===== src/rtl/stitch_axi_wr_arbiter_pkg.sv =====
// Shared types and AXI constants for the stitching write arbiter.
// Holds the burst FSM state encoding and the AXI burst/response codes.
package stitch_axi_pkg;

  typedef enum logic [1:0] {
    IDLE = 2'd0,
    AW   = 2'd1,
    W    = 2'd2,
    B    = 2'd3
  } state_e;

  localparam logic [1:0] BURST_INCR = 2'b01;
  localparam logic [1:0] RESP_OKAY  = 2'b00;

  // AxSIZE encoding: log2 of the bytes carried per beat.
  function automatic int clog2_bytes(input int data_width);
    return $clog2(data_width / 8);
  endfunction

endpackage


===== src/rtl/stitch_axi_wr_arbiter_if.sv =====
// AXI4 write-channel bundle (AW, W, B) between the arbiter and the memory side.
// The master modport is the arbiter; the slave modport is the interconnect.
interface stitch_axi_wr_arbiter_if #(
  parameter int ADDR_WIDTH = 32,
  parameter int DATA_WIDTH = 128,
  parameter int ID_WIDTH   = 1
);
  logic [ID_WIDTH-1:0]     M_AXI_AWID;
  logic [ADDR_WIDTH-1:0]   M_AXI_AWADDR;
  logic [7:0]              M_AXI_AWLEN;
  logic [2:0]              M_AXI_AWSIZE;
  logic [1:0]              M_AXI_AWBURST;
  logic                    M_AXI_AWVALID;
  logic                    M_AXI_AWREADY;
  logic [DATA_WIDTH-1:0]   M_AXI_WDATA;
  logic [DATA_WIDTH/8-1:0] M_AXI_WSTRB;
  logic                    M_AXI_WLAST;
  logic                    M_AXI_WVALID;
  logic                    M_AXI_WREADY;
  logic [1:0]              M_AXI_BRESP;
  logic                    M_AXI_BVALID;
  logic                    M_AXI_BREADY;

  modport master (
    output M_AXI_AWID, M_AXI_AWADDR, M_AXI_AWLEN, M_AXI_AWSIZE, M_AXI_AWBURST, M_AXI_AWVALID,
    output M_AXI_WDATA, M_AXI_WSTRB, M_AXI_WLAST, M_AXI_WVALID,
    output M_AXI_BREADY,
    input  M_AXI_AWREADY, M_AXI_WREADY, M_AXI_BRESP, M_AXI_BVALID
  );

  modport slave (
    input  M_AXI_AWID, M_AXI_AWADDR, M_AXI_AWLEN, M_AXI_AWSIZE, M_AXI_AWBURST, M_AXI_AWVALID,
    input  M_AXI_WDATA, M_AXI_WSTRB, M_AXI_WLAST, M_AXI_WVALID,
    input  M_AXI_BREADY,
    output M_AXI_AWREADY, M_AXI_WREADY, M_AXI_BRESP, M_AXI_BVALID
  );
endinterface


===== src/rtl/stitch_axi_wr_arbiter_rr_arbiter.sv =====
// Combinational round-robin pick: first set request strictly after 'last', wrapping.
// The previous winner is searched last, so no channel wins twice while others wait.
module rr_arbiter #(
  parameter int N  = 5,
  parameter int LW = (N > 1) ? $clog2(N) : 1
) (
  input  logic [N-1:0]  req,
  input  logic [LW-1:0] last,
  output logic [LW-1:0] grant,
  output logic          any_req
);

  logic [LW-1:0] idx;
  logic          found;

  always_comb begin
    grant = last;
    idx   = '0;
    found = 1'b0;
    for (int k = 1; k <= N; k++) begin
      idx = LW'((int'(last) + k) % N);
      if (!found && req[idx]) begin
        grant = idx;
        found = 1'b1;
      end
    end
  end

  assign any_req = |req;

endmodule


===== src/rtl/stitch_axi_wr_arbiter.sv =====
// N-channel AXI4 write arbiter: grants ingest FIFOs round-robin and issues one
// INCR burst per grant (AW, then W, then B; never overlapped).
module stitch_axi_wr_arbiter
  import stitch_axi_pkg::*;
#(
  parameter int CH_NUM             = 5,
  parameter int C_M_AXI_BURST_LEN  = 32,
  parameter int C_M_AXI_DATA_WIDTH = 128,
  parameter int C_M_AXI_ADDR_WIDTH = 32,
  parameter int C_M_AXI_ID_WIDTH   = 1
) (
  input  logic                                 M_AXI_ACLK,
  input  logic                                 M_AXI_ARESETN,
  input  logic [CH_NUM-1:0]                    ch_req,
  input  logic [CH_NUM*C_M_AXI_ADDR_WIDTH-1:0] ch_addr,
  input  logic [CH_NUM*C_M_AXI_DATA_WIDTH-1:0] ch_rd_data,
  output logic [CH_NUM-1:0]                    ch_rd_en,
  output logic [CH_NUM-1:0]                    ch_done,
  output logic [CH_NUM-1:0]                    ch_err,
  stitch_axi_wr_arbiter_if.master              m_axi
);

  localparam int LW  = (CH_NUM > 1) ? $clog2(CH_NUM) : 1;
  localparam int BCW = (C_M_AXI_BURST_LEN > 1) ? $clog2(C_M_AXI_BURST_LEN) : 1;
  localparam int AWD = C_M_AXI_ADDR_WIDTH;
  localparam int DW  = C_M_AXI_DATA_WIDTH;
  localparam logic [BCW-1:0] LAST_BEAT = BCW'(C_M_AXI_BURST_LEN - 1);

  logic [AWD-1:0] addr_arr [CH_NUM];
  logic [DW-1:0]  data_arr [CH_NUM];

  for (genvar gi = 0; gi < CH_NUM; gi++) begin : g_ch
    assign addr_arr[gi] = ch_addr[gi*AWD +: AWD];
    assign data_arr[gi] = ch_rd_data[gi*DW +: DW];
  end

  state_e         state_q, state_d;
  logic [LW-1:0]  grant_q, grant_d;
  logic [LW-1:0]  last_q, last_d;
  logic [AWD-1:0] awaddr_q, awaddr_d;
  logic [BCW-1:0] beat_cnt_q, beat_cnt_d;
  logic [CH_NUM-1:0] done_q, done_d;
  logic [CH_NUM-1:0] err_q, err_d;

  logic [LW-1:0]     arb_grant;
  logic              any_req;
  logic [CH_NUM-1:0] grant_onehot;
  logic              awvalid, wvalid, wlast, bready;

  rr_arbiter #(.N(CH_NUM), .LW(LW)) u_rr (
    .req     (ch_req),
    .last    (last_q),
    .grant   (arb_grant),
    .any_req (any_req)
  );

  assign grant_onehot = CH_NUM'(1) << grant_q;
  assign wlast        = (state_q == W) && (beat_cnt_q == LAST_BEAT);

  always_comb begin
    state_d    = state_q;
    grant_d    = grant_q;
    last_d     = last_q;
    awaddr_d   = awaddr_q;
    beat_cnt_d = beat_cnt_q;
    done_d     = '0;
    err_d      = '0;
    awvalid    = 1'b0;
    wvalid     = 1'b0;
    bready     = 1'b0;
    case (state_q)
      IDLE: begin
        if (any_req) begin
          state_d  = AW;
          grant_d  = arb_grant;
          last_d   = arb_grant;
          awaddr_d = addr_arr[arb_grant];
        end
      end
      AW: begin
        awvalid = 1'b1;
        if (m_axi.M_AXI_AWREADY) state_d = W;
      end
      W: begin
        wvalid = 1'b1;
        if (m_axi.M_AXI_WREADY) begin
          beat_cnt_d = beat_cnt_q + 1'b1;
          if (wlast) begin
            beat_cnt_d = '0;
            state_d    = B;
          end
        end
      end
      B: begin
        bready = 1'b1;
        if (m_axi.M_AXI_BVALID) begin
          state_d = IDLE;
          if (m_axi.M_AXI_BRESP == RESP_OKAY) done_d = grant_onehot;
          else                                err_d  = grant_onehot;
        end
      end
      default: state_d = IDLE;
    endcase
  end

  // last_q resets to the top channel so that channel 0 wins the first search.
  always_ff @(posedge M_AXI_ACLK or negedge M_AXI_ARESETN) begin
    if (!M_AXI_ARESETN) begin
      state_q    <= IDLE;
      grant_q    <= '0;
      last_q     <= LW'(CH_NUM - 1);
      awaddr_q   <= '0;
      beat_cnt_q <= '0;
      done_q     <= '0;
      err_q      <= '0;
    end else begin
      state_q    <= state_d;
      grant_q    <= grant_d;
      last_q     <= last_d;
      awaddr_q   <= awaddr_d;
      beat_cnt_q <= beat_cnt_d;
      done_q     <= done_d;
      err_q      <= err_d;
    end
  end

  // Popping only on the W handshake keeps the FWFT head (and so WDATA) frozen while stalled.
  assign ch_rd_en = (wvalid && m_axi.M_AXI_WREADY) ? grant_onehot : '0;
  assign ch_done  = done_q;
  assign ch_err   = err_q;

  assign m_axi.M_AXI_AWID    = '0;
  assign m_axi.M_AXI_AWADDR  = awaddr_q;
  assign m_axi.M_AXI_AWLEN   = 8'(C_M_AXI_BURST_LEN - 1);
  assign m_axi.M_AXI_AWSIZE  = 3'(clog2_bytes(DW));
  assign m_axi.M_AXI_AWBURST = BURST_INCR;
  assign m_axi.M_AXI_AWVALID = awvalid;
  assign m_axi.M_AXI_WDATA   = data_arr[grant_q];
  assign m_axi.M_AXI_WSTRB   = '1;
  assign m_axi.M_AXI_WLAST   = wlast;
  assign m_axi.M_AXI_WVALID  = wvalid;
  assign m_axi.M_AXI_BREADY  = bready;

endmodule


===== src/flat_wrapper.sv =====
// flat-port wrapper written by rule: the top's interface ports become plain ports
module stitch_axi_wr_arbiter_flat import stitch_axi_pkg::*;
#(
  parameter int CH_NUM             = 5,
  parameter int C_M_AXI_BURST_LEN  = 32,
  parameter int C_M_AXI_DATA_WIDTH = 128,
  parameter int C_M_AXI_ADDR_WIDTH = 32,
  parameter int C_M_AXI_ID_WIDTH   = 1
)
  (M_AXI_ACLK, M_AXI_ARESETN, ch_req, ch_addr, ch_rd_data, ch_rd_en, ch_done, ch_err, m_axi_M_AXI_AWID, m_axi_M_AXI_AWADDR, m_axi_M_AXI_AWLEN, m_axi_M_AXI_AWSIZE, m_axi_M_AXI_AWBURST, m_axi_M_AXI_AWVALID, m_axi_M_AXI_WDATA, m_axi_M_AXI_WSTRB, m_axi_M_AXI_WLAST, m_axi_M_AXI_WVALID, m_axi_M_AXI_BREADY, m_axi_M_AXI_AWREADY, m_axi_M_AXI_WREADY, m_axi_M_AXI_BRESP, m_axi_M_AXI_BVALID);
  stitch_axi_wr_arbiter_if m_axi_i ();
  input  logic M_AXI_ACLK;
  input  logic M_AXI_ARESETN;
  input  logic [CH_NUM-1:0] ch_req;
  input  logic [CH_NUM*C_M_AXI_ADDR_WIDTH-1:0] ch_addr;
  input  logic [CH_NUM*C_M_AXI_DATA_WIDTH-1:0] ch_rd_data;
  output logic [CH_NUM-1:0] ch_rd_en;
  output logic [CH_NUM-1:0] ch_done;
  output logic [CH_NUM-1:0] ch_err;
  output wire logic [$bits(m_axi_i.M_AXI_AWID)-1:0] m_axi_M_AXI_AWID;
  output wire logic [$bits(m_axi_i.M_AXI_AWADDR)-1:0] m_axi_M_AXI_AWADDR;
  output wire logic [$bits(m_axi_i.M_AXI_AWLEN)-1:0] m_axi_M_AXI_AWLEN;
  output wire logic [$bits(m_axi_i.M_AXI_AWSIZE)-1:0] m_axi_M_AXI_AWSIZE;
  output wire logic [$bits(m_axi_i.M_AXI_AWBURST)-1:0] m_axi_M_AXI_AWBURST;
  output wire logic [$bits(m_axi_i.M_AXI_AWVALID)-1:0] m_axi_M_AXI_AWVALID;
  output wire logic [$bits(m_axi_i.M_AXI_WDATA)-1:0] m_axi_M_AXI_WDATA;
  output wire logic [$bits(m_axi_i.M_AXI_WSTRB)-1:0] m_axi_M_AXI_WSTRB;
  output wire logic [$bits(m_axi_i.M_AXI_WLAST)-1:0] m_axi_M_AXI_WLAST;
  output wire logic [$bits(m_axi_i.M_AXI_WVALID)-1:0] m_axi_M_AXI_WVALID;
  output wire logic [$bits(m_axi_i.M_AXI_BREADY)-1:0] m_axi_M_AXI_BREADY;
  input wire logic [$bits(m_axi_i.M_AXI_AWREADY)-1:0] m_axi_M_AXI_AWREADY;
  input wire logic [$bits(m_axi_i.M_AXI_WREADY)-1:0] m_axi_M_AXI_WREADY;
  input wire logic [$bits(m_axi_i.M_AXI_BRESP)-1:0] m_axi_M_AXI_BRESP;
  input wire logic [$bits(m_axi_i.M_AXI_BVALID)-1:0] m_axi_M_AXI_BVALID;
  assign m_axi_M_AXI_AWID = m_axi_i.M_AXI_AWID;
  assign m_axi_M_AXI_AWADDR = m_axi_i.M_AXI_AWADDR;
  assign m_axi_M_AXI_AWLEN = m_axi_i.M_AXI_AWLEN;
  assign m_axi_M_AXI_AWSIZE = m_axi_i.M_AXI_AWSIZE;
  assign m_axi_M_AXI_AWBURST = m_axi_i.M_AXI_AWBURST;
  assign m_axi_M_AXI_AWVALID = m_axi_i.M_AXI_AWVALID;
  assign m_axi_M_AXI_WDATA = m_axi_i.M_AXI_WDATA;
  assign m_axi_M_AXI_WSTRB = m_axi_i.M_AXI_WSTRB;
  assign m_axi_M_AXI_WLAST = m_axi_i.M_AXI_WLAST;
  assign m_axi_M_AXI_WVALID = m_axi_i.M_AXI_WVALID;
  assign m_axi_M_AXI_BREADY = m_axi_i.M_AXI_BREADY;
  assign m_axi_i.M_AXI_AWREADY = m_axi_M_AXI_AWREADY;
  assign m_axi_i.M_AXI_WREADY = m_axi_M_AXI_WREADY;
  assign m_axi_i.M_AXI_BRESP = m_axi_M_AXI_BRESP;
  assign m_axi_i.M_AXI_BVALID = m_axi_M_AXI_BVALID;
  stitch_axi_wr_arbiter #(.CH_NUM(CH_NUM), .C_M_AXI_BURST_LEN(C_M_AXI_BURST_LEN), .C_M_AXI_DATA_WIDTH(C_M_AXI_DATA_WIDTH), .C_M_AXI_ADDR_WIDTH(C_M_AXI_ADDR_WIDTH), .C_M_AXI_ID_WIDTH(C_M_AXI_ID_WIDTH)) u_core (.M_AXI_ACLK(M_AXI_ACLK), .M_AXI_ARESETN(M_AXI_ARESETN), .ch_req(ch_req), .ch_addr(ch_addr), .ch_rd_data(ch_rd_data), .ch_rd_en(ch_rd_en), .ch_done(ch_done), .ch_err(ch_err), .m_axi(m_axi_i));
endmodule

===== config.mk =====
export PLATFORM = sky130hd
export DESIGN_NAME = stitch_axi_wr_arbiter_flat
export DESIGN_NICKNAME = d
export VERILOG_FILES = /design/src/rtl/stitch_axi_wr_arbiter_pkg.sv /design/src/rtl/stitch_axi_wr_arbiter_if.sv /design/src/rtl/stitch_axi_wr_arbiter_rr_arbiter.sv /design/src/rtl/stitch_axi_wr_arbiter.sv /design/src/flat_wrapper.sv
export SDC_FILE = /design/constraint.sdc
export NUM_CORES = 1
export LEC_CHECK = 0
export ABC_AREA = 1
export BUFFER_PORTS_ARGS = -buffer_cell sky130_fd_sc_hd__buf_2
export CAP_MARGIN = 20
export CORE_AREA = 3 3 399 401
export CTS_CLUSTER_SIZE = 30
export DETAILED_ROUTE_END_ITERATION = 7
export DIE_AREA = 0 0 402 404
export MAX_ROUTING_LAYER = met4
export PLACE_DENSITY_LB_ADDON = 0.15
export SLEW_MARGIN = 20
export SYNTH_ARGS = -nofsm -noshare
export SYNTH_HDL_FRONTEND = slang
export SYNTH_HIERARCHICAL = 1
export SYNTH_SLANG_ARGS = --single-unit

===== constraint.sdc =====
create_clock -name M_AXI_ACLK -period 7.8 [get_ports M_AXI_ACLK]
set_input_delay 0.78 -clock M_AXI_ACLK [delete_from_list [all_inputs] [get_ports M_AXI_ACLK]]
set_output_delay 0.78 -clock M_AXI_ACLK [all_outputs]
set_load 0.01 [all_outputs]

* Word-level counts from Yosys, hierarchy flattened
Cells that the tools add are included.
** Storage, ports and cells
- Bits in latches :: 0
- Input bits :: 812
- Word-level logic and storage cells :: 95
- ROM bits :: 0
- Memories :: 0
- RAM bits :: 0
- Register bits after elaboration :: 55
** Cells by class
- Bitwise logic cells :: 2
- Reductions and logical operators :: 16
- Order comparisons :: 7
- Eq/ne operators :: 9
- Shift-type cells :: 1
- Add/sub/neg operators :: 6
- Mux-type cells :: 42
- $mul :: 0
- Divide/modulo/power cells :: 5
** Operators by type and width (count)
- $bmux 128 s3 :: 1
- $mux 128 :: 2
- $mod 32x4->32 const B :: 5
- $bmux 32 s3 :: 1
- $mux 32 :: 2
- $mux 5 :: 8
- $lt 3x4->1 const B :: 5
- $bmux 1 s3 :: 5
- $mux 3 :: 5
- $mux 1 :: 12
- $mux 2 :: 5
- $add 3x2->4 const B :: 2
- $add 3x3->4 const B :: 2
- $ge 4x4->1 const B :: 2
- $ne 2x2->1 const B :: 4
- $not 3->4 :: 2
- $pmux 2 s4 :: 1
- $logic_and 1x1->1 :: 6
- $add 5x1->5 const B :: 1
- $eq 5x5->1 const B :: 1
- $reduce_and 5->1 :: 1
- $reduce_or 5->1 :: 1
- $shl 1x3->5 const A :: 1
- $add 3x1->4 const B :: 1
- 6 further kinds :: 12

* Longest topological paths before layout
Gate-level depths: netlist of run 1.
- Depth after elaboration :: 21
- Gate-level depth with buffers :: 32

* Hierarchy
Netlist of run 1, hierarchy kept.
** Modules (own cells, without submodules)
- stitch_axi_wr_arbiter :: seq. area each 1327.5 um^2, times used 1, area each 10395.0 um^2, cells an instance 2256
- rr_arbiter :: seq. area each 0.0 um^2, times used 1, area each 1905.6 um^2, cells an instance 295

* Least setup slack after synthesis of run 1
OpenSTA, ideal clock, no wires.
- Path kind :: register -> register
- Start point :: reg u_core/grant_q[0] (netlist name)
- End point :: reg u_core.awaddr_q[0] (netlist: u_core/m_axi.M_AXI_AWADDR[0])
- Data arrival time :: 4.005 ns
- Period minus slack after synthesis :: 4.129 ns
- Stages on the path, launching flop included :: 29
- Setup slack :: 3.671 ns
- Setup time :: 0.123 ns
- Cell sequence :: dfrtp_1 -> buf_6 -> clkinv_1 -> ha_1 -> buf_4 -> nand2_2 -> clkinv_1 -> a21oi_2 -> ha_1 -> inv_1 -> or2_2 -> nand3_2 -> nand2_2 -> nand2_1 -> nand3_1 -> nand3_1 -> nand2_2 -> a21boi_4 -> nand4_2 -> nand2_1 -> inv_1 -> nand2_1 -> nand2_1 -> nand2_1 -> buf_2 -> clkbuf_1 -> nand3_1 -> nand3_1 -> nand2_1
** RTL lines
- to (signal assigned) :: RTL line stitch_axi_wr_arbiter.sv:120 : awaddr_q <= awaddr_d;
- to (decl) :: RTL line stitch_axi_wr_arbiter.sv:40 : logic [AWD-1:0] awaddr_q, awaddr_d;

==> reports/metrics.csv, run 1 <==
stage,metric,value,unit
outcome,status,"complete, no violations",
finish,Layout Nets,4255,
synthesis,cell count after synthesis,2551,
timing,min Tclk post-route,5.380,ns
synthesis,largest area contributor in the netlist,nand2_1,
synthesis,Synth Register Bits,53,
min_path,hold wc startpoint,u_core/beat_cnt_q[4]$_DFFE_PN0P_,
global_route,grt ovf,0,
synthesis,sequential share of the synthesized area,10.79,%
clock_network,CTS tree,yes,
global_route,largest net degree at the start of global routing,150,
die,die area,162400,um2
global_route,vias in the first global route,18910,
timing,final setup violation count,0,
synthesis,most numerous cell in the Yosys netlist,nand2_1,
die,DIE HEIGHT,404,um
clock_network,clock sink count,53,
min_path,Worst Hold Endpoint,u_core/beat_cnt_q[4]$_DFFE_PN0P_,
drt,Antenna Nets Post-Route,0,
drt,Iter 0 DRT Violations,1059,
synthesis,Netlist cell types,46,
setup_path,crit end category,flop,
drt,detailed-route via count,18680,
synthesis,asr flop ratio synth,100.0,%
clock_network,CTS root buf,clkbuf_16,
setup_path,CP required,8.01,ns
drt,post-route DRC violation count,0,
clock_network,Worst-Skew Late Latency,0.32,ns
setup_path,startpoint types,flop,
synthesis,Ys Warns,6,
clock_network,H-tree depth,2,
die,Ports,1021,
timing,Max Transition Viols Final,0,
synthesis,commonest cells in the netlist,"1854 x nand2_1, 147 x nand3_1, 96 x buf_2, 72 x nor2_1, 52 x dfrtp_1",
synthesis,Main synth FF type,dfrtp_1,
setup_path,critical setup path kind,flop to flop,
power_and_ir_drop,maximum vdd drop,0.9511,mV
global_route,total global-route track usage,13.87,%
timing,RSZ-0062 raised after global routing,false,
drt,vias per cell,3.394,
global_route,antenna violations before repair,68,
drt,DR pass1 iterations,7,
placement,port buffer count,990,
die,Initial Utilization,7.884,%
drt,wire per inst,21.12,um
synthesis,"Avg Cell Area, Syn",4.822,um2
timing,Final period util,68.97,%
finish,layout cell share with drive strength beyond 1,32.48,%
timing,Max-slew headroom,31.77,%
die,Horiz. Die Dim,402,um
setup_path,FF-to-FF path depth,25,
power_and_ir_drop,Leak,11.65,nW
setup_path,r2r endpoint,u_core/m_axi.M_AXI_AWADDR[30]$_DFFE_PN0P_,
finish,P&R area growth vs syn,56.29,%
min_path,Hold/Removal Path Class,flop to flop,
timing,Least-Margin Pin Slew,1.023,ns
setup_path,worst r2r src,u_core/grant_q[1]$_DFFE_PN0P_,
clock_network,TritonCTS buffer count,5,
min_path,Hold Crit Depth,2,
placement,Placer Congestion,0.8843,
placement,final HPWL from detailed placement,98850,um
finish,"Core Util, Final",12.32,%
clock_network,hold-fix buffers at CTS,0,
synthesis,Synth area leaders,"nand2_1 57%, dfrtp_1 11%, nand3_1 6.0%, buf_2 3.9%, ha_1 3.3%",
setup_path,Crit path arrival time,5.59,ns
timing,setup tns final,0,ns
synthesis,Post-synth EDFFs,0,
clock_network,post-CTS sizing,0,
timing,Fmax,185.9,MHz
die,area of the core,156000,um2
die,Rows,145,
synthesis,Netlist Area Pre-Place,12300,um2
timing,Final Hold Fails,0,
power_and_ir_drop,Pwr Density,601.6,nW/um2
drt,total wire length,116300,um
synthesis,Yosys top cell area share,56.58,%
clock_network,Post-CTS Setup Inserts,0,
timing,Fin Clk Skew,0.01408,ns
run,Max-Cap Viols,0,
setup_path,CP Max Fanout,50,
setup_path,reg-to-reg setup timing slack,2.42,ns
clock_network,"CTS clk-pin slew, worst paths",0.08,ns
global_route,first-pass GRT wire length,154000,um
clock_network,Clock Tree Buf Depth,2,
==> how the worst max path moves through the flow <==
| stage | start | to | depth (start not counted) |
|---|---|---|---|
| final | u_core/grant_q[1]$_DFFE_PN0P_ | u_core/m_axi.M_AXI_AWADDR[30]$_DFFE_PN0P_ | 25 |
| after global routing | u_core/grant_q[1]$_DFFE_PN0P_ | u_core/m_axi.M_AXI_AWADDR[23]$_DFFE_PN0P_ | 25 |
| after CTS | u_core/grant_q[1]$_DFFE_PN0P_ | u_core/m_axi.M_AXI_AWADDR[8]$_DFFE_PN0P_ | 25 |
| after detailed placement | u_core/grant_q[1]$_DFFE_PN0P_ | u_core/m_axi.M_AXI_AWADDR[27]$_DFFE_PN0P_ | 25 |
| after global placement | u_core/grant_q[1]$_DFFE_PN0P_ | u_core/m_axi.M_AXI_AWADDR[28]$_DFFE_PN0P_ | 25 |
| after floorplan | u_core/grant_q[0]$_DFFE_PN0P_ | u_core/m_axi.M_AXI_AWADDR[0]$_DFFE_PN0P_ | 28 |
==> stage by stage <==
stage | setup slack [ns] | hold slack [ns] | cell area, um2 | power (mW) | std cells
4_1_cts | 2.261 | 0.5015 | 19140 | 11.98 | 5469
5_1_grt | 1.819 | 0.5155 | 19210 | 13.04 | 5499
3_5_place_dp | 2.282 | 0.4806 | 18980 | 11.68 | 5461
2_1_floorplan | 3.671 | 0.4555 | 12410 | 7.657 | 2579
3_3_place_gp | 2.264 | 0.4829 | 18980 | 11.73 | 5461
6_report | 2.420 | 0.4928 | 19220 | 11.57 | 5504
==> area by class of cell <==
| type | instances | area, um2 |
|---|---|---|
| inverters | 65 | 269.0 |
| flip-flops and latches | 53 | 1335 |
| well taps | 2058 | 2575 |
| diodes | 35 | 87.58 |
| fillers | 19010 | 136800 |
| clock inverters | 2 | 13.76 |
| multi-input cells | 2273 | 9661 |
| clock buffers | 6 | 138.9 |
| repair buffers | 1012 | 5145 |
==> state kept, by name (all words and copies together), names as in the netlist <==
name,cells
u_core/grant_q,3
u_core/state_q,2
u_core/beat_cnt_q,5
u_core/ch_err,5
u_core/m_axi.M_AXI_AWADDR,32
u_core/ch_done,5
u_core/last_q,1
==> cell usage in the layout (no fill, tap or decap), types with 13 or more instances in the layout <==
cell      instances
nand2_1        1851
buf_2           990
nand3_1         147
nor2_1           71
inv_1            51
dfrtp_1          50
diode_2          35
a21boi_0         32
ha_1             32
conb_1           30
nand2_2          23
buf_4            20
nand2_4          13
==> logic make-up after synthesis <==
group | count (synthesis) | share of synthesized area [%]
adder cells (fa/ha/maj) | 33 | 3.418
XOR/XNOR | 6 | 0.6104
buffers and inverters | 253 | 11.65
other | 2 | 0.06105
flip-flops | 53 | 10.79
AND/OR/NAND/NOR | 2145 | 69.68
AO/OA/AOI/OAI | 59 | 3.794
==> metal layers <==
metal,global-route usage (%),vias up,part of all wire [%]
met2,23.60,853,49
met1,16.27,8329,41
met4,3.471,0,2.0
met5,-,-,0
li1,-,9420,-
met3,3.496,79,7.4
==> report_power, final <==
group	switching (mW)	internal (mW)	total (mW)	leakage, nW
Sequential	0.149	0.423	0.571	0.669
Combinational	7.77	2.97	10.7	10.9
Clock	0.127	0.129	0.256	0.0771
Total	8.05	3.52	11.6	11.6
==> critical path: stages (launching register included) <==
cell	delay (ns)
dfrtp_4	0.69
buf_4	0.60
ha_1	0.28
inv_2	0.05
nor2_1	0.18
a21oi_4	0.07
xor2_1	0.17
ha_1	0.21
fa_1	0.42
nand3_2	0.14
nand2_1	0.09
nand2_2	0.11
nand2_1	0.07
nand3_1	0.10
nand3_1	0.09
o21ai_2	0.20
nand4_1	0.14
nand3_1	0.13
nand2_1	0.07
nand2_1	0.07
nand2_1	0.06
nand2_2	0.32
buf_4	0.54
nor2_1	0.10
a21boi_0	0.20
nand2_1	0.07
Power figures use the tool's default switching activity.
==> run 2, diff against run 1 <==
- ABC_AREA: 1 -> 0
- CORE_AREA: 3 3 399 401 -> 3 3 395 397
- DIE_AREA: 0 0 402 404 -> 0 0 398 400
- clock period: 7.8 -> 5.64 ns (I/O delays scaled with it)
==> run 2 against run 1 <==
Compared with the run above:
- clock power increased by 49%
- cell area fell by 2.7%
- power increased by 7.4%
- combinational power up 6%
- die area is 2.0% lower
==> reports/metrics.csv, run 2 <==
stage,metric,value,unit
outcome,status,"complete, no violations",
synthesis,Netlist Area Pre-Place,11340,um2
timing,Final period util,93.28,%
finish,Layout Nets,3097,
drt,Antenna Nets Post-Route,0,
clock_network,TritonCTS buffer count,5,
timing,Fmax,190.1,MHz
synthesis,Netlist cell types,80,
drt,vias per cell,3.338,
min_path,Hold/Removal Path Class,input port to asynchronous set/reset pin,
global_route,first-pass GRT wire length,119600,um
timing,Max Transition Viols Final,0,
die,die area,159200,um2
clock_network,CTS root buf,clkbuf_16,
power_and_ir_drop,Leak,8.447,nW
setup_path,Setup crit end,u_core/m_axi.M_AXI_AWADDR[29]$_DFFE_PN0P_,
synthesis,"Avg Cell Area, Syn",8.374,um2
clock_network,H-tree depth,2,
synthesis,Synth Area in Adders,3.796,%
synthesis,largest area contributor in the netlist,mux2i_1,
timing,setup tns final,0,ns
placement,port buffer count,990,
synthesis,Synth area leaders,"mux2i_1 29%, o2bb2ai_1 12%, dfrtp_1 11%, o21a_1 8.5%, o21ai_0 6.3%",
synthesis,Post-synth EDFFs,0,
synthesis,Synth Area in Compound Gates,34.96,%
setup_path,CP Max Fanout,51,
setup_path,r2r endpoint,u_core/m_axi.M_AXI_AWADDR[29]$_DFFE_PN0P_,
synthesis,Synth Register Bits,53,
finish,max reg flops,32,
clock_network,Worst-Skew Late Latency,0.32,ns
synthesis,Main synth FF type,dfrtp_1,
die,Horiz. Die Dim,398,um
synthesis,asr flop ratio synth,100.0,%
clock_network,clock sink count,53,
timing,Final Hold Fails,0,
synthesis,XOR/XNOR Fraction of Synth Area,0.9380,%
synthesis,commonest cells in the netlist,"327 x mux2i_1, 161 x o2bb2ai_1, 142 x o21ai_0, 129 x o21a_1, 69 x nor2_1",
drt,post-route DRC violation count,0,
power_and_ir_drop,Pwr Density,663.7,nW/um2
clock_network,hold-fix buffers at CTS,0,
drt,wire per inst,20.89,um
setup_path,critical setup path kind,flop to flop,
synthesis,most numerous cell in the Yosys netlist,mux2i_1,
global_route,total global-route track usage,10.83,%
global_route,antenna violations before repair,30,
setup_path,worst r2r src,u_core/last_q[2]$_DFFE_PN1P_,
timing,final worst slack,0.3789,ns
timing,Fin Clk Skew,0.009921,ns
timing,RSZ-0062 raised after global routing,false,
die,Initial Utilization,7.447,%
finish,layout cell share with drive strength beyond 1,48.25,%
timing,final setup violation count,0,
placement,Placer Congestion,0.8217,
global_route,vias in the first global route,15350,
synthesis,Post-Synth Simple-Gate Area,8.894,%
timing,Least-Margin Pin Slew,0.9674,ns
clock_network,Clock Tree Buf Depth,2,
die,Ports,1021,
drt,DR pass1 iterations,6,
finish,most frequent cells in the layout,"990 x buf_2, 327 x mux2i_1, 161 x o2bb2ai_1, 142 x o21ai_0, 129 x o21a_1",
power_and_ir_drop,maximum vdd drop,1.125,mV
placement,Post-Place Cells,4275,
setup_path,startpoint types,flop,
die,DIE HEIGHT,400,um
drt,total wire length,90120,um
placement,Post-Place Setup Slack,0.2370,ns
clock_network,CTS tree,yes,
drt,Iter 0 DRT Violations,643,
synthesis,cell count after synthesis,1354,
drt,detailed-route via count,14400,
placement,final HPWL from detailed placement,77310,um
synthesis,largest family of logic cells by synthesized area,compound AO/OA/AOI/OAI gates,
synthesis,multiplexer share of the synthesized area,30.36,%
setup_path,crit end category,flop,
finish,Non-Filler Instances,4313,
finish,Fill cells,17910,
global_route,largest net degree at the start of global routing,116,
die,Rows,143,
global_route,grt ovf,0,
timing,min Tclk post-route,5.261,ns
setup_path,Crit path arrival time,5.46,ns
synthesis,Ys Warns,6,
finish,P&R area growth vs syn,65.05,%
synthesis,Yosys top cell area share,28.87,%
setup_path,CP required,5.84,ns
setup_path,CP Launch Point,u_core/last_q[2]$_DFFE_PN1P_,
run,Max-Cap Viols,0,
timing,Max-slew headroom,35.51,%
setup_path,FF-to-FF path depth,19,
clock_network,"CTS clk-pin slew, worst paths",0.08,ns
die,area of the core,152300,um2
setup_path,reg-to-reg setup timing slack,0.38,ns
synthesis,sequential share of the synthesized area,11.71,%
finish,"commonest non-fill, non-tap cell in the layout",buf_2,
run 2: changes by cell type after synthesis, sizes merged, moves of 44 or more:
cell / previous run / this run
clkbuf: 21 / 65
nand3: 160 / 10
o21ai: 14 / 144
buf: 167 / 108
mux2i: 0 / 327
o2bb2ai: 0 / 161
o21a: 1 / 129
inv: 63 / 16
nand2: 1887 / 35
run 2: per-layer routing:
layer,GRT usage [%],vias to the layer above,wire (um)
met5,-,-,0
met4,1.623,0,1127
met3,3.476,32,7117
met2,18.78,582,45160
met1,12.38,6835,36710
li1,-,6946,-
run 2: report_power, final:
part / switching, mW / internal [mW] / leakage (nW) / total [mW]
Sequential: 0.148 / 0.569 / 0.662 / 0.717
Clock: 0.171 / 0.210 / 0.0810 / 0.382
Combinational: 6.59 / 4.73 / 7.70 / 11.3
run 2: critical path: stages, from the launching register on:
cell       delay, ns
dfstp_2         0.65
buf_4           0.25
ha_1            0.33
a21oi_2         0.12
inv_1           0.18
o211ai_1        0.13
and2_1          0.20
ha_1            0.26
or4_1           0.52
a21oi_1         0.13
a211o_1         0.18
and4bb_4        0.23
nor2_4          0.17
a311oi_1        0.12
a311oi_1        0.41
o211a_4         0.24
buf_16          0.28
mux2i_1         0.27
o2bb2ai_1       0.08
a211o_1         0.27
run 2: final cells by class:
| cell class | instances | area, um2 | share of cell area, % |
|---|---|---|---|
| sequential | 53 | 1339 | 7.154 |
| multi-input combinational | 1138 | 9100 | 48.63 |
| timing repair buffer | 1036 | 5420 | 28.96 |
| clock buffer | 6 | 128.9 | 0.6886 |
| antenna | 30 | 75.07 | 0.4011 |
| tap | 2030 | 2540 | 13.57 |
| inverter | 18 | 76.32 | 0.4078 |
| clock inverter | 2 | 35.03 | 0.1872 |
run 2: how the worst min path moves through the flow:
| stage | startpoint | endpoint | slack [ns] | cells after the start |
|---|---|---|---|---|
| floorplan | M_AXI_ARESETN | u_core/beat_cnt_q[0]$_DFFE_PN0P_ | 0.27 | 0 |
| global placement | u_core/beat_cnt_q[4]$_DFFE_PN0P_ | u_core/beat_cnt_q[4]$_DFFE_PN0P_ | 0.48 | 2 |
| detailed placement | u_core/beat_cnt_q[4]$_DFFE_PN0P_ | u_core/beat_cnt_q[4]$_DFFE_PN0P_ | 0.49 | 2 |
| CTS | ch_addr[147] | u_core/m_axi.M_AXI_AWADDR[19]$_DFFE_PN0P_ | 0.43 | 2 |
| global route | ch_addr[147] | u_core/m_axi.M_AXI_AWADDR[19]$_DFFE_PN0P_ | 0.43 | 2 |
| finish | M_AXI_ARESETN | u_core/m_axi.M_AXI_AWADDR[11]$_DFFE_PN0P_ | 0.39 | 2 |
run 2: what timing repair did:
action	4_1_cts	5_1_grt
endpoints found under the setup margin	0	32
resized for setup	0	6
hold endpoints to repair	0	0
buffers inserted	0	0
run 2: cells by family (layout without fill, tap and decap cells):
group                      count (synthesis)  count (layout)
AOI/OAI and AO/OA                        535             535
xor gates and xnor gates                   7               7
adders and majority gates                 34              34
buffers and inverters                    191            1062
DFF                                       53              53
muxes                                    340             340
other                                      2              60
and+or+nand+nor                          192             192
run 2: stage by stage:
stage	instance area (um2)	hold WS, ns	util (%)	total power [mW]
2_1_floorplan	11440	0.2684	-	8.350
3_3_place_gp	18450	0.4838	12.12	12.32
3_5_place_dp	18450	0.4902	12.12	12.21
4_1_cts	18610	0.4275	12.22	12.65
5_1_grt	18710	0.4274	12.29	13.56
6_report	18710	0.3898	12.29	12.42
==> run 3, diff against run 2 <==
- REMOVE_ABC_BUFFERS: unset -> 1
==> run 3 against run 2 <==
Compared with the run above:
- clock-buffer cell count is 1 lower
- sequential share of layout area hardly changed
- sequential cell count unchanged
- clock skew grew 0.00061 ns
- cell count is 1.1% higher
- first-iteration DRC count rose by 12%
- hold slack improved by 0.028 ns
- non-clock buffer count increased by 3
- critical path depth grew 1
- largest cell class unchanged
==> reports/metrics.csv, run 3 (same netlist as run 2, synthesis figures left out) <==
stage,metric,value,unit
finish,layout cell share with drive strength beyond 1,48.18,%
die,DIE HEIGHT,400,um
run,Max-Cap Viols,0,
timing,Fin Clk Skew,0.01053,ns
timing,Least-Margin Pin Slew,1.033,ns
outcome,status,"complete, no violations",
setup_path,max incr delay on CP,0.51,ns
setup_path,crit end category,flop,
timing,final setup violation count,0,
die,Initial Utilization,7.447,%
setup_path,slowest CP cell,dfrtp_4,
global_route,vias in the first global route,15110,
setup_path,r2r endpoint,u_core/m_axi.M_AXI_AWADDR[13]$_DFFE_PN0P_,
drt,total wire length,108800,um
timing,RSZ-0062 raised after global routing,false,
placement,Placer Congestion,0.8379,
die,area of the core,152300,um2
drt,DR pass1 iterations,6,
global_route,first-pass GRT wire length,137100,um
setup_path,reg-to-reg setup timing slack,0.42,ns
placement,final HPWL from detailed placement,95430,um
power_and_ir_drop,Leak,8.453,nW
clock_network,hold-fix buffers at CTS,0,
min_path,Hold/Removal Path Class,input port to asynchronous set/reset pin,
setup_path,family with the most delay on the worst path,compound AO/OA/AOI/OAI gates,
clock_network,TritonCTS buffer count,5,
finish,Fill cells,17880,
setup_path,FF-to-FF path depth,20,
setup_path,critical setup path kind,flop to flop,
drt,Antenna Nets Post-Route,0,
power_and_ir_drop,Power Total,13.04,mW
finish,max reg flops,32,
finish,Post-Layout Inst Area,18820,um2
drt,vias per cell,3.334,
finish,P&R area growth vs syn,65.97,%
setup_path,worst r2r src,u_core/grant_q[1]$_DFFE_PN0P_,
timing,Fmax,191.4,MHz
setup_path,Worst Path Buf+Inv,3,
placement,placed cell area,18480,um2
setup_path,CP Max Fanout,19,
clock_network,Worst-Skew Late Latency,0.32,ns
drt,detailed-route via count,14530,
clock_network,clock sink count,53,
global_route,grt ovf,0,
timing,Final Hold Fails,0,
clock_network,CTS tree,yes,
die,Rows,143,
setup_path,Crit path depth,20,
drt,post-route DRC violation count,0,
drt,wire per inst,24.95,um
global_route,antenna violations before repair,109,
finish,most frequent cells in the layout,"990 x buf_2, 327 x mux2i_1, 161 x o2bb2ai_1, 142 x o21ai_0, 129 x o21a_1",
power_and_ir_drop,maximum vdd drop,0.4794,mV
finish,Layout Nets,3100,
timing,Final period util,92.61,%
setup_path,Crit path arrival time,5.43,ns
setup_path,critical-path cell list,"buf_4, ha_1, a21oi_2, inv_1, o211ai_1, and2_1, ha_1, nor2b_1, o22ai_1, and2_1, o211ai_1, and4bb_4, nor2_4, a311oi_1, a311oi_1, o211a_4, buf_12, mux2i_1, o2bb2ai_1, a211o_1",
clock_network,"CTS clk-pin slew, worst paths",0.09,ns
global_route,largest net degree at the start of global routing,109,
die,die area,159200,um2
timing,min Tclk post-route,5.223,ns
finish,"commonest non-fill, non-tap cell in the layout",buf_2,
setup_path,startpoint types,flop,
power_and_ir_drop,Pwr Density,692.7,nW/um2
placement,port buffer count,990,
clock_network,H-tree depth,2,
clock_network,Clock Tree Buf Depth,2,
die,Ports,1021,
drt,Iter 0 DRT Violations,721,
clock_network,CTS root buf,clkbuf_16,
timing,Max-slew headroom,30.99,%
global_route,total global-route track usage,13.10,%
die,Horiz. Die Dim,398,um
setup_path,CP required,5.84,ns
timing,Max Transition Viols Final,0,
==> run 3: cell types whose count changed in the layout (fill, tap and decap cells not counted), sizes merged <==
cell,change
buf,+3
inv,+1
clkbuf,-1
diode,+43
clkinv,+1
bufinv,-1
==> run 3: cell type report <==
class                      count  area, um2  share of cell area [%]
tap                         2030       2540                   13.50
sequential                    53       1339                   7.114
inverter                      18      72.57                  0.3856
antenna                       73      182.7                  0.9707
clock inverter                 3      21.27                  0.1130
clock buffer                   5      125.1                  0.6649
multi-input combinational   1138       9090                   48.30
timing repair buffer        1039       5448                   28.95
==> run 3: through the flow <==
stage / setup TNS [ns] / hold slack [ns] / util, % / instances / setup WS, ns
floorplan: -1507.52 / 0.2684 / - / 1209 / -10.04
global placement: 0 / 0.4735 / 12.14 / 4277 / 0.4189
finish: 0 / 0.4179 / 12.36 / 4359 / 0.4167
detailed placement: 0 / 0.4784 / 12.14 / 4277 / 0.3636
CTS: 0 / 0.4292 / 12.23 / 4285 / 0.3441
global route: 0 / 0.4398 / 12.35 / 4354 / 0.03966
==> run 3: routing by layer <==
metal / wire length, um / track usage [%] / vias up
met2: 55310 / 22.94 / 645
met4: 2598 / 3.087 / 0
met1: 39140 / 13.16 / 6739
met3: 11710 / 6.172 / 106
li1: - / - / 7042
met5: 0 / - / -
==> run 3: timing repair <==
action	4_1_cts	5_1_grt
endpoints found under the setup margin	0	20
buffers inserted	0	1
resized for setup	0	0
==> run 3: worst max-delay path by stage <==
stage,start,end
after floorplan,u_core/grant_q[1]$_DFFE_PN0P_,u_core/m_axi.M_AXI_AWADDR[0]$_DFFE_PN0P_
after global placement,u_core/last_q[2]$_DFFE_PN1P_,u_core/m_axi.M_AXI_AWADDR[14]$_DFFE_PN0P_
after detailed placement,u_core/grant_q[0]$_DFFE_PN0P_,u_core/m_axi.M_AXI_AWADDR[4]$_DFFE_PN0P_
after CTS,u_core/grant_q[0]$_DFFE_PN0P_,u_core/m_axi.M_AXI_AWADDR[13]$_DFFE_PN0P_
after global routing,u_core/grant_q[0]$_DFFE_PN0P_,u_core/m_axi.M_AXI_AWADDR[4]$_DFFE_PN0P_
final,u_core/grant_q[1]$_DFFE_PN0P_,u_core/m_axi.M_AXI_AWADDR[13]$_DFFE_PN0P_
==> run 3: power breakdown <==
| part | internal, mW | total, mW | switching (mW) |
|---|---|---|---|
| combinational | 4.92 | 12.0 | 7.06 |
| sequential | 0.569 | 0.705 | 0.136 |
| clock | 0.167 | 0.348 | 0.181 |
| total | 5.66 | 13.0 | 7.38 |
